`src/rtl/uart_rx.sv`:
```
// UART receiver: 8N1 frames sampled at mid-bit, LSB first,
// exposed as RXDATA/STATUS registers with a level interrupt.
module uart_rx #(
  parameter int DW        = 32,
  parameter int DW_UART   = 8,
  parameter int CLOCK     = 100_000_000,
  parameter int BAUD_RATE = 9600
) (
  input  logic          clk_i,
  input  logic          rst_i,
  input  logic          rx_i,
  input  logic          cs,
  input  logic          re,
  input  logic          addr_i,
  output logic [DW-1:0] rdata_o,
  output logic          rx_intr
);

  localparam int CPB  = CLOCK / BAUD_RATE;
  localparam int HALF = CPB / 2;
  localparam int CW   = $clog2(CPB + 1);
  localparam int IW   = $clog2(DW_UART + 1);

  localparam logic [CW-1:0] CNT_BIT  = CW'(CPB - 1);
  localparam logic [CW-1:0] CNT_HALF = CW'(HALF - 1);
  localparam logic [IW-1:0] IDX_LAST = IW'(DW_UART - 1);

  typedef enum logic [1:0] {
    IDLE,
    START,
    DATA,
    STOP
  } state_e;

  state_e               state_q;
  logic [CW-1:0]        cnt_q;
  logic [IW-1:0]        idx_q;
  logic [DW_UART-1:0]   shift_q;
  logic [DW_UART-1:0]   data_q;
  logic                 s1_q, s2_q, s3_q;
  logic                 valid_q, valid_d;
  logic                 ovr_q, ovr_d;
  logic                 fe_q, fe_d;

  logic rd_data, rd_stat;
  logic stop_hit, good, bad;

  assign rd_data  = cs && re && !addr_i;
  assign rd_stat  = cs && re && addr_i;
  assign stop_hit = (state_q == STOP) && (cnt_q == CNT_BIT);
  assign good     = stop_hit && s2_q;
  assign bad      = stop_hit && !s2_q;

  always_ff @(posedge clk_i or negedge rst_i) begin
    if (!rst_i) begin
      state_q <= IDLE;
      cnt_q   <= '0;
      idx_q   <= '0;
      shift_q <= '0;
      data_q  <= '0;
      s1_q    <= 1'b1;
      s2_q    <= 1'b1;
      s3_q    <= 1'b1;
    end else begin
      s1_q <= rx_i;
      s2_q <= s1_q;
      s3_q <= s2_q;
      unique case (state_q)
        IDLE: begin
          if (s3_q && !s2_q) begin
            cnt_q   <= '0;
            state_q <= START;
          end
        end
        START: begin
          if (cnt_q == CNT_HALF) begin
            if (!s2_q) begin
              cnt_q   <= '0;
              idx_q   <= '0;
              state_q <= DATA;
            end else begin
              state_q <= IDLE;
            end
          end else begin
            cnt_q <= cnt_q + CW'(1);
          end
        end
        DATA: begin
          if (cnt_q == CNT_BIT) begin
            cnt_q   <= '0;
            shift_q <= {s2_q, shift_q[DW_UART-1:1]};
            if (idx_q == IDX_LAST) state_q <= STOP;
            else idx_q <= idx_q + IW'(1);
          end else begin
            cnt_q <= cnt_q + CW'(1);
          end
        end
        STOP: begin
          if (cnt_q == CNT_BIT) begin
            cnt_q   <= '0;
            state_q <= IDLE;
            if (s2_q) data_q <= shift_q;
          end else begin
            cnt_q <= cnt_q + CW'(1);
          end
        end
        default: state_q <= IDLE;
      endcase
    end
  end

  // a frame event on the same edge as a clearing read wins
  always_comb begin
    valid_d = valid_q;
    ovr_d   = ovr_q;
    fe_d    = fe_q;
    if (rd_data) valid_d = 1'b0;
    if (rd_stat) begin
      ovr_d = 1'b0;
      fe_d  = 1'b0;
    end
    if (good) valid_d = 1'b1;
    if (good && valid_q && !rd_data) ovr_d = 1'b1;
    if (bad) fe_d = 1'b1;
  end

  always_ff @(posedge clk_i or negedge rst_i) begin
    if (!rst_i) begin
      valid_q <= 1'b0;
      ovr_q   <= 1'b0;
      fe_q    <= 1'b0;
    end else begin
      valid_q <= valid_d;
      ovr_q   <= ovr_d;
      fe_q    <= fe_d;
    end
  end

  always_comb begin
    rdata_o = '0;
    if (addr_i) rdata_o[2:0] = {fe_q, ovr_q, valid_q};
    else rdata_o[DW_UART-1:0] = data_q;
  end

  assign rx_intr = valid_q;

endmodule

```
`config.mk`:
```
export PLATFORM = sky130hd
export DESIGN_NAME = uart_rx
export DESIGN_NICKNAME = d
export VERILOG_FILES = /design/src/rtl/uart_rx.sv
export SDC_FILE = /design/constraint.sdc
export NUM_CORES = 1
export LEC_CHECK = 0
export ABC_AREA = 1
export CORE_ASPECT_RATIO = 1.4
export CORE_UTILIZATION = 58
export CTS_CLUSTER_SIZE = 30
export DETAILED_ROUTE_END_ITERATION = 8
export PLACE_DENSITY = 0.93
export REMOVE_ABC_BUFFERS = 1
export SYNTH_ARGS = -nofsm -noshare
export SYNTH_HDL_FRONTEND = slang
export SYNTH_SLANG_ARGS = --single-unit
```
`constraint.sdc`:
```
create_clock -name clk_i -period 4.4 [get_ports clk_i]
set_clock_uncertainty 0.2 [all_clocks]
set_input_delay 0.44 -clock clk_i [delete_from_list [all_inputs] [get_ports clk_i]]
set_output_delay 0.44 -clock clk_i [all_outputs]
set_load 0.02 [all_outputs]
```
==> reports/qor.yml <==
timing:
  clock.fmax_mhz: 382
  setup_viol: 0
  hold_violations: 0
  fin_crit_sh: 0.596
  rsz0062_at_grt: "no"
  setup_tns_ns: 0
  min_period_ns: 2.62
  final_max_slew_viol_count: 0
  relSlewSlack: 0.397
  worst_pin_slew_ns: 0.905
critical_path:
  path_delay_family: "buffers and inverters"
  critPathRequiredTime_ns: 3.76
  end_kind: "output port"
  crit_fanout: 9
  cp_cell_sequence: "clkdlybuf4s50_1 > inv_1 > o21ai_0 > clkdlybuf4s50_1"
  crit_path_frequent_cell: "clkdlybuf4s50_1"
  cp_slowest_stage_delay_ns: 0.63
  start_kind: "primary input"
  cp_slowest_cell: "clkdlybuf4s50_1"
  crit_type: "primary input to output port"
  worstPathArrival_ns: 1.98
  path_buf_inv: 3
grt:
  grt_pass1_vias: 2072
  grt_max_degree: 43
  grt_first_pass_wirelength_um: 8760
  grtUsageTotal: 0.250
  grt.overflow.total: 0
  antenna_found_initial: 0
synth:
  synthFlopType: "dfrtp_1"
  synth_area_um2: 2560
  synthCells: 338
  ys_seq_elements: 42
  avgSynthCellArea_um2: 7.57
  synth-edff-count: 0
  ys.warnings.count: 0
  ys_seq_area_frac: 0.412
  synth_cell_types: 31
  asyncSetResetFlopFracSynth: 1.00
power:
  power_frac_comb: 0.290
  seqPwrFrac: 0.413
  p_sw_uw: 482
  power_density_nw_per_um2: 451
  intPower_uw: 763
  vdd_drop_max_mv: 0.268
  swShare: 0.387
  leakage_uw: 0.00137
  clock_power_share: 0.297
floorplanning:
  coreArea_um2: 4240
  io_pins: 39
  dieArea_um2: 4690
  std_cell_rows: 28
  start_util: 0.604
  die_w_um: 58.2
  die-height_um: 80.6
cts:
  cts_made_buffers: 5
  htreeDepth: 2
  postCtsSetupRepairBufs: 0
  cts-root-buf: "clkbuf_8"
  cts.hold.buffers_added: 0
  clkSinkCount: 42
  post_cts_resized: 0
  clock_path_buffers: 2
  clk_pin_slew_ns: 0.09
  cts_tree: "yes"
  clock_latency_ns: 0.31
route:
  via_count: 2199
  vias_per_cell: 5.35
  initialDrtViolationCount: 67
  first_pass_iters: 4
  drt-total-wl_um: 5240
  drc: 0
  antenna_left: 0
  wl_per_cell_um: 12.8
layout:
  fillers: 347
  finish.instance_area_um2: 2760
  layout-drive-gt1-share: 0.0826
  layout_common_cells: "nand2_1 (82), nand3_1 (41), inv_1 (39), dfrtp_1 (39), nor2_1 (28)"
  final_nets: 358
  layout.cells.most_common: "nand2_1"
  antenna_cells: 0
  synthToLayoutAreaGrowth_pct: 7.87
run_status:
  status: "completed"
placed_design:
  gp_congestion: 0.917
  post_dp_cell_area_um2: 2620
  dp_hpwl_um: 3730
  port_buffers: 14
run:
  cap_violations: 0
hold_path:
  min_path_type: "primary input to asynchronous set/reset pin"
[sequential cells by signal, indices dropped and copies added (netlist names), named ones only]
signal,cells
cnt_q,14
data_q,8
fe_q,1
idx_q,4
ovr_q,1
rx_intr,1
s1_q,1
s2_q,1
s3_q,1
shift_q,8
state_q,1
[metal layers]
metal  routed length, µm  global-route usage  vias up  part of all wire
met5                   0                   0        -                 0
met4                 206               0.186        0             0.039
met3                 283              0.0757       22             0.054
met2                2700               0.411       80              0.52
met1                2050               0.266     1037              0.39
li1                    -                   -     1060                 -
[worst reg2reg max path, stage by stage (launching register included)]
cell	delay, ns
dfrtp_1	0.65
inv_2	0.16
nand2_1	0.14
clkinv_1	0.28
nand2_2	0.26
nand2_1	0.17
inv_1	0.12
o21ai_0	0.09
[per-stage QoR]
step           power, µW  hold slack, ns  instances  worst slack [ns]   util
2_1_floorplan        780         -0.0556        329              2.68      -
3_3_place_gp         856           0.145        403              1.80  0.619
3_5_place_dp         874           0.157        403              1.76  0.619
4_1_cts             1250          0.0866        411              1.77  0.651
5_1_grt             1320           0.137        411              1.66  0.651
6_report            1250          0.0419        411              1.78  0.651
[logic make-up (layout without fill, tap and decap cells)]
family	after synthesis	after routing	synth area share
buffers and inverters	73	63	0.151
AOI/OAI and AO/OA	27	27	0.0587
adders and majority gates	2	2	0.00977
and+or+nand+nor	185	185	0.340
xor gates and xnor gates	8	8	0.0274
DFF	42	42	0.412
other	1	24	0.00146
[layout make-up]
cell class | instances | area, µm² | area share
inverter | 41 | 154 | 0.0557
sequential | 42 | 1050 | 0.382
tap | 60 | 75.1 | 0.0272
clock inverter | 3 | 68.8 | 0.0249
timing repair buffer | 14 | 135 | 0.0489
multi-input combinational | 246 | 1200 | 0.436
clock buffer | 5 | 68.8 | 0.0249
[worst paths after layout]
path                            cells after the start         end  startpoint  slack [ns]
worst max-delay path                                4  rdata_o[1]      addr_i        1.78
worst min-delay path                                1    cnt_q[0]       rst_i        0.04
worst max register to register                      7   cnt_q[10]        flop        2.23
worst min register to register                      0        s2_q        s1_q        0.17
max in group asynchronous                           1    idx_q[0]       rst_i        3.37
min in group clk_i                                  0        s2_q        s1_q        0.17
[synthesized netlist by cell type, types with 2 or more instances]
cell type  count  share of area
nor2_2         3         0.0073
nand2_2        4         0.0098
o21ai_2        3          0.010
nand2_4        2         0.0088
nor3_1         5         0.0098
clkbuf_1       2         0.0029
nand2_1       82           0.12
dfrtp_1       39           0.38
dfstp_2        3          0.031
inv_1         39          0.057
a21oi_1        6          0.012
nand3_1       41          0.080
nor2_1        28          0.041
buf_4         25          0.073
xor2_1         8          0.027
o21ai_1        2         0.0039
ha_1           2         0.0098
buf_2          3         0.0059
buf_6          2         0.0088
nand4_1       15          0.037
o21ai_0       14          0.027
[power groups by stage]
stage | Combinational, µW | Clock, µW | Sequential (µW)
finish | 361 | 370 | 514
global route | 408 | 396 | 521
CTS | 359 | 378 | 510
detailed placement | 356 | 0 | 517
global placement | 341 | 0 | 515
floorplan | 284 | 0 | 496
No activity file was read; power rests on OpenSTA's default activity.
